File: src/rtl/axis_fifo_pkg.sv
// Shared types and width helpers for the AXI-Stream FIFO control slice.
package axis_fifo_pkg;

   // Write-side frame state: passing words into storage, or discarding the rest of a frame.
   typedef enum logic {
      FS_PASS = 1'b0,
      FS_DROP = 1'b1
   } frame_state_e;

   // Address width that stays at least one bit for degenerate depths.
   function automatic int safe_clog2(input int n);
      return (n <= 1) ? 1 : $clog2(n);
   endfunction

   // Pointers carry one extra wrap bit above the address.
   function automatic int ptr_width(input int els);
      return safe_clog2(els) + 1;
   endfunction

endpackage

File: src/rtl/axis_fifo_valid_pipe.sv
// Per-stage valid tracking for the storage read pipeline.
// valid[j] set means storage stage j currently holds a word.
module axis_fifo_valid_pipe #(
   parameter int stages_p = 1
) (
   input  logic                clk_i,
   input  logic                reset_i,
   input  logic                ready_i,
   input  logic                r_v_i,
   output logic                stage0_free_o,
   output logic [stages_p-1:0] valid_o
);

   logic [stages_p-1:0] valid_q, valid_d, adv;
   logic                carry;

   // Ready ripples back from the output: a stage may load when it is empty or its word moves on.
   always_comb begin
      carry = ready_i;
      adv   = '0;
      for (int j = stages_p - 1; j >= 0; j--) begin
         carry  = carry | ~valid_q[j];
         adv[j] = carry;
      end
   end

   assign stage0_free_o = adv[0];

   // Next valid vector: stage 0 takes the new read, later stages take their predecessor.
   always_comb begin
      valid_d = valid_q;
      if (adv[0]) valid_d[0] = r_v_i;
      for (int j = 1; j < stages_p; j++) begin
         if (adv[j]) valid_d[j] = valid_q[j-1];
      end
   end

   // Valid register.
   always_ff @(posedge clk_i) begin
      if (reset_i) valid_q <= '0;
      else         valid_q <= valid_d;
   end

   assign valid_o = valid_q;

endmodule

File: src/rtl/axis_fifo_ctrl.sv
// Pointer, handshake and read-pipeline control for the AXI-Stream FIFO.
// Data bypasses this block; it only steers the storage stage.
module axis_fifo_ctrl
   import axis_fifo_pkg::*;
#(
   parameter int  els_p             = 16,
   parameter int  pipeline_output_p = 1,
   parameter bit  frame_mode_p      = 1'b0,
   localparam int addr_width_lp     = safe_clog2(els_p)
) (
   input  logic                         clk_i,
   input  logic                         reset_i,
   input  logic                         s_tvalid_i,
   output logic                         s_tready_o,
   input  logic                         s_tlast_i,
   input  logic                         s_tuser_i,
   output logic                         m_tvalid_o,
   input  logic                         m_tready_i,
   output logic                         mem_w_v_o,
   output logic [addr_width_lp-1:0]     mem_w_addr_o,
   output logic                         mem_r_v_o,
   output logic [addr_width_lp-1:0]     mem_r_addr_o,
   output logic                         mem_output_ready_o,
   output logic [pipeline_output_p-1:0] mem_valid_pipe_o,
   output logic [addr_width_lp:0]       count_o,
   output logic                         drop_o
);

   localparam int ptr_width_lp = ptr_width(els_p);
   typedef logic [ptr_width_lp-1:0] ptr_t;

   ptr_t         wr_ptr_q, wr_ptr_d;
   ptr_t         wr_commit_q, wr_commit_d;
   ptr_t         rd_ptr_q, rd_ptr_d;
   frame_state_e fs_q, fs_d;
   logic         full, empty, accept, stage0_free;

   // Occupancy counts everything written and not yet read, committed or not.
   assign full       = (wr_ptr_q - rd_ptr_q) == ptr_t'(els_p);
   assign empty      = (wr_commit_q == rd_ptr_q);
   assign s_tready_o = frame_mode_p ? 1'b1 : ~full;
   assign accept     = s_tvalid_i & s_tready_o;

   // Write side: store words, commit good frames at tlast, rewind on a bad or overflowing frame.
   always_comb begin
      wr_ptr_d    = wr_ptr_q;
      wr_commit_d = wr_commit_q;
      fs_d        = fs_q;
      mem_w_v_o   = 1'b0;
      drop_o      = 1'b0;
      if (accept) begin
         if (!full && fs_q == FS_PASS) begin
            mem_w_v_o = 1'b1;
            wr_ptr_d  = wr_ptr_q + ptr_t'(1);
         end else if (frame_mode_p) begin
            fs_d = FS_DROP;
         end
         if (frame_mode_p && s_tlast_i) begin
            // A frame that lost any word (full) is as bad as one flagged by tuser.
            if (s_tuser_i || fs_q == FS_DROP || full) begin
               wr_ptr_d = wr_commit_q;
               drop_o   = 1'b1;
               fs_d     = FS_PASS;
            end else begin
               wr_commit_d = wr_ptr_q + ptr_t'(1);
            end
         end
      end
      if (!frame_mode_p) wr_commit_d = wr_ptr_d;
   end

   // Read pipeline occupancy.
   axis_fifo_valid_pipe #(
      .stages_p (pipeline_output_p)
   ) u_vpipe (
      .clk_i         (clk_i),
      .reset_i       (reset_i),
      .ready_i       (m_tready_i),
      .r_v_i         (mem_r_v_o),
      .stage0_free_o (stage0_free),
      .valid_o       (mem_valid_pipe_o)
   );

   assign mem_r_v_o = ~empty & stage0_free;
   assign rd_ptr_d  = rd_ptr_q + ptr_t'(mem_r_v_o);

   // Pointer and frame-state registers.
   always_ff @(posedge clk_i) begin
      if (reset_i) begin
         wr_ptr_q    <= '0;
         wr_commit_q <= '0;
         rd_ptr_q    <= '0;
         fs_q        <= FS_PASS;
      end else begin
         wr_ptr_q    <= wr_ptr_d;
         wr_commit_q <= wr_commit_d;
         rd_ptr_q    <= rd_ptr_d;
         fs_q        <= fs_d;
      end
   end

   assign mem_w_addr_o       = wr_ptr_q[addr_width_lp-1:0];
   assign mem_r_addr_o       = rd_ptr_q[addr_width_lp-1:0];
   assign mem_output_ready_o = m_tready_i;
   assign m_tvalid_o         = mem_valid_pipe_o[pipeline_output_p-1];
   assign count_o            = wr_commit_q - rd_ptr_q;

endmodule

File: config.mk
export PLATFORM = sky130hd
export DESIGN_NAME = axis_fifo_ctrl
export DESIGN_NICKNAME = d
export VERILOG_FILES = /design/src/rtl/axis_fifo_pkg.sv /design/src/rtl/axis_fifo_valid_pipe.sv /design/src/rtl/axis_fifo_ctrl.sv
export SDC_FILE = /design/constraint.sdc
export NUM_CORES = 1
export LEC_CHECK = 0
export BUFFER_PORTS_ARGS = -buffer_cell sky130_fd_sc_hd__buf_2
export CAP_MARGIN = 20
export CORE_MARGIN = 4
export CORE_UTILIZATION = 44
export DETAILED_ROUTE_END_ITERATION = 10
export PLACE_DENSITY = 0.73
export SETUP_SLACK_MARGIN = 0.05
export SYNTH_ARGS = -nofsm -noshare
export SYNTH_HDL_FRONTEND = slang
export SYNTH_SLANG_ARGS = --single-unit
export TNS_END_PERCENT = 30
File: constraint.sdc
create_clock -name clk_i -period 2 [get_ports clk_i]
set_input_delay 0.4 -clock clk_i [delete_from_list [all_inputs] [get_ports clk_i]]
set_output_delay 0.4 -clock clk_i [all_outputs]
set_load 0.02 [all_outputs]
==> out/qor.csv, run 1 <==
metric,value,unit
drt wl/cell,15.44,um
clock sink count,11,
die height,51.26,um
critical path required time,1.60,ns
"CTS clk-pin slew, worst paths",0.07,ns
Leak,0.5934,nW
Pwr Total,2.134,mW
worst hold stages,3,
largest net degree at the start of global routing,17,
die width,51.26,um
final setup fails,11,
worst ir drop on vdd,0.001238,V
Post-synth EDFFs,0,
status,finished with violations,
CP arrival,1.99,ns
worst r2r src,wr_commit_q[0],
synth top area cells,"dfxtp_1, ha_1, buf_4, nor2_1, nor2b_1",
CP max-delay cell,fa_2,
Root Buffer,clkbuf_4,
Synth area leader,dfxtp_1,
TNS Setup,-2.099,ns
Slew Limit Fails,0,
"Async S/R FF share, synth",0,
CTS Buffer Depth,2,
Seq cells post-synth,11,
hold_sp,m_tready_i,
Worst R2R End,wr_commit_q[4],
# IOs,26,
total number of vias,708,
DRC violations left,0,
share of layout cells above drive strength 1,0.6210,
H-tree Lvls,1,
Synth warnings,0,
area occupied by registers,229.0,um^2
Nets,139,
CP dominant cell by count,buf_6,
clk_skew,0.003228,ns
row cnt,15,
multi-input gate area in the final layout,659.4,um^2
Setup CP Type,flip-flop to output pin,
fin util,0.7405,
PortBufs,22,
Cells after Synth,90,
"Design Area, Final",1292,um^2
Placeable Area,1745,um^2
crit path cell chain,inv_2 > ha_4 > fa_2 > buf_6 > xnor2_4 > nor3_4 > nand3_2 > buf_6,
CTS Buf Count,3,
DP Area,1052,um^2
Detailed Routing Iterations Pass 1,5,
Initial Util,0.4717,
Syn Std Cell Area,823.3,um^2
hold slack,0.4420,ns
ANT cells,0,
DIE AREA,2627,um^2
Layout Cells excl Fill,149,
Unique masters post-synth,26,
Worst Hold Class,primary input to flip-flop,
routed vias/inst,4.752,
Worst Hold End,u_vpipe.valid_o,
Routed WL,2301,um
number of global-route vias before repair,702,
synthesized net count,104,
critical path's largest stage delay,0.34,ns
"top cells by count, synth","buf_4, dfxtp_1, nor2_1",
fin worst setup slack,-0.3923,ns
Initial DRC Count,10,
CP max FO,3,
f_max,0.4180,GHz
grt ovf,0,
Area Growth Syn to Fin,56.99,%
Reg2Reg Depth,10,
antenna violations before repair,0,
Critical Path Start Type,flip-flop,
share of the synthesized area in the top cell type,0.2675,
first-pass GRT wire length,3118,um
GRT Util Overall,0.1606,
crit end category,output pin,
max cap viols,0,
unrepaired setup endpoints after global routing,yes,
Tcrit/Tclk final,1.196,
dpl cells,141,
failing checks,negative setup slack,
HPWL reported at the end of detailed placement,1397,um
pre-CTS setup slack,-0.1850,ns
Worst R2R Setup Slack,-0.21,ns
final hold violation count,0,
worst skew pair latency,0.27,ns
Avg Inst Size Synth,9.148,um^2
clock period minus worst slack,2.392,ns
CTS tree,built,
power per cell area,1651,nW/um^2
final-layout fill cell count,137,
post-synthesis sequential area ratio,0.2675,
"Primary FF master, synth",dfxtp_1,
placer congestion estimate,0.7152,
Detail Route Antenna Nets,0,
==> cell type report <==
class / count / area share
inverter: 9 / 0.02614
clock buffer: 4 / 0.02033
tap: 25 / 0.02420
multi-input combinational: 58 / 0.5102
timing repair buffer: 42 / 0.2420
sequential: 11 / 0.1772
==> cell families after synthesis <==
kind of cell	synth area share
buf+inv	0.1459
simple gates	0.2082
fa+ha+maj	0.1307
xor+xnor	0.09273
flops	0.2675
compound gates	0.07902
other cells	0.004555
mux	0.07142
==> flip-flops by register name (all words and copies together), names as in the netlist <==
| signal | count |
|---|---|
| rd_ptr_q | 5 |
| wr_commit_q | 5 |
| u_vpipe.valid_o | 1 |
==> how the worst max path moves through the flow <==
| stage | start | to | slack [ns] | cells past startpoint |
|---|---|---|---|---|
| after detailed placement | wr_commit_q[0] | mem_w_v_o | -0.19 | 8 |
| after global placement | wr_commit_q[0] | mem_w_v_o | -0.16 | 8 |
| after floorplan | wr_commit_q[0] | wr_commit_q[0] | -0.25 | 8 |
| after CTS | wr_commit_q[0] | mem_w_v_o | -0.38 | 8 |
| after global routing | wr_commit_q[0] | s_tready_o | -0.47 | 8 |
| final | wr_commit_q[0] | s_tready_o | -0.39 | 8 |
==> where the power goes <==
| group | internal [mW] | total (mW) | switching [mW] | leakage, nW |
|---|---|---|---|---|
| Clock | 0.0773 | 0.157 | 0.0799 | 0.0150 |
| Combinational | 0.813 | 1.67 | 0.859 | 0.486 |
| Sequential | 0.266 | 0.304 | 0.0386 | 0.0921 |
==> placed cells by master, fill, tap and decap left out, types with 2 or more instances in the layout <==
cell and instances:
buf_2 16, buf_4 16, nor2_1 11, buf_6 10
nor2b_1 6, dfxtp_1 6, inv_1 5, inv_2 4
a31oi_4 4, mux2_4 4, ha_4 4, dfxtp_2 4
nand4_1 3, nand2b_1 3, clkbuf_4 3, xnor2_4 2
xor2_1 2, nand3_1 2, xnor2_1 2, ha_1 2
==> timing repair <==
item	CTS	global route
hold buffers	0	0
pin swaps	7	9
buffers inserted	2	2
gates resized for setup	18	22
setup endpoints to repair	14	16
==> layer usage <==
layer  routed length [um]  track usage  vias up
met5                    0            0        -
met4                   23      0.05240        0
met3                   69      0.03499        4
met2                 1283       0.2897       16
met1                  925       0.1862      336
li1                     -            -      352
==> critical path, delay by kind of cell (launching register included) <==
kind / cells / cell delay, ns
flip-flops: 1 / 0.33
adder cells (fa/ha/maj): 2 / 0.49
AND/OR/NAND/NOR: 2 / 0.42
buffers and inverters: 3 / 0.34
XOR/XNOR: 1 / 0.12
Power figures use the tool's default switching activity.
==> run 2, diff against run 1 <==
Settings changed: PLACE_DENSITY 0.73 to 0.81.
==> run 2 against run 1 <==
The flow still finishes with violations (negative setup slack). Largest power group unchanged. Sequential share of layout area up 0.31 points. Worst setup slack better by 0.036 ns. Critical path type unchanged. Register-to-register slack better by 0.02 ns. Total power down 8.6%. Die area unchanged. Highest routed layer is now met3. Wire length down 17%.
==> out/qor.csv, run 2 (synthesis results as in run 1) <==
metric,value,unit
status,finished with violations,
failing checks,negative setup slack,
max cap viols,0,
Setup CP Type,flip-flop to output pin,
Root Buffer,clkbuf_4,
CP max FO,4,
Placeable Area,1745,um^2
Initial Util,0.4717,
"CTS clk-pin slew, worst paths",0.08,ns
HPWL reported at the end of detailed placement,1388,um
Leak,0.5864,nW
Critical Path Start Type,flip-flop,
unrepaired setup endpoints after global routing,yes,
Layout Cells excl Fill,147,
row cnt,15,
multi-input gate area in the final layout,644.4,um^2
largest net degree at the start of global routing,17,
dpl cells,138,
power per cell area,1552,nW/um^2
routed vias/inst,4.762,
Routed WL,1913,um
Nets,137,
number of global-route vias before repair,739,
die height,51.26,um
DRC violations left,0,
worst ir drop on vdd,0.001156,V
"Design Area, Final",1256,um^2
worst skew pair latency,0.27,ns
GRT Util Overall,0.1577,
die width,51.26,um
DIE AREA,2627,um^2
clock sink count,11,
# IOs,26,
critical path required time,1.60,ns
Worst Hold Class,primary input to flip-flop,
PortBufs,22,
Area Growth Syn to Fin,52.58,%
clk_skew,0.01403,ns
final hold violation count,0,
total number of vias,700,
Detail Route Antenna Nets,0,
CTS tree,built,
ANT cells,0,
Initial DRC Count,2,
clock period minus worst slack,2.356,ns
crit end category,output pin,
share of layout cells above drive strength 1,0.5902,
"most common cell after layout, fill and taps aside",buf_2,
area occupied by registers,226.5,um^2
Slew Limit Fails,0,
H-tree Lvls,1,
most frequent cells in the layout,"buf_2, buf_4, nor2_1",
CP arrival,1.96,ns
placer congestion estimate,0.6996,
Detailed Routing Iterations Pass 1,2,
Pwr Total,1.950,mW
first-pass GRT wire length,3084,um
antenna violations before repair,0,
CTS Hold Bufs,0,
fin worst setup slack,-0.3562,ns
Tcrit/Tclk final,1.178,
grt ovf,0,
TNS Setup,-1.779,ns
f_max,0.4244,GHz
DP Area,1030,um^2
drt wl/cell,13.01,um
CTS Buffer Depth,2,
CTS Buf Count,3,
final-layout fill cell count,134,
hold slack,0.4188,ns
final setup fails,10,
[run 2: per-stage QoR]
step / setup slack (ns) / util
2_1_floorplan: -0.2530 / -
6_report: -0.3562 / 0.7197
4_1_cts: -0.3733 / 0.6889
3_5_place_dp: -0.1903 / 0.5900
5_1_grt: -0.4598 / 0.7197
3_3_place_gp: -0.1587 / 0.5900
[run 2: final timing paths]
path,start,cells after the start,slack (ns),endpoint
max,wr_commit_q[0],8,-0.36,mem_w_v_o
min,m_tready_i,3,0.42,u_vpipe.valid_o
max reg2reg,wr_commit_q[0],9,-0.19,wr_commit_q[0]
min reg2reg,u_vpipe.valid_o,2,0.51,u_vpipe.valid_o
[run 2: repair_timing]
item / 4_1_cts / 5_1_grt
pin swaps: 8 / 4
setup endpoints to repair: 14 / 13
resized for setup: 23 / 12
buffers inserted: 5 / 0
[run 2: worst max-delay path: stages, from the launching register on]
cell and delay [ns]:
dfxtp_2 0.34, inv_2 0.05, ha_4 0.15, fa_2 0.34, nand2b_4 0.16, a21oi_4 0.17
xnor2_4 0.12, a31oi_4 0.21, buf_6 0.14
[run 2: power breakdown]
group	internal, mW	switching, mW
Clock	0.0770	0.0791
Sequential	0.262	0.0336
Combinational	0.701	0.798
[run 2: cell type report]
class | instances | area share
Sequential cell | 11 | 0.1803
Inverter | 9 | 0.02689
Clock buffer | 4 | 0.02092
Multi-Input combinational cell | 58 | 0.5130
Timing Repair Buffer | 40 | 0.2341
Tap cell | 25 | 0.02490
[run 2: per-layer routing]
metal / vias up / wire length [um] / global-route usage
met1: 332 / 784 / 0.1637
li1: 348 / - / -
met4: 0 / 0 / 0
met5: - / 0 / 0
met2: 20 / 1034 / 0.3240
met3: 0 / 94 / 0.04665
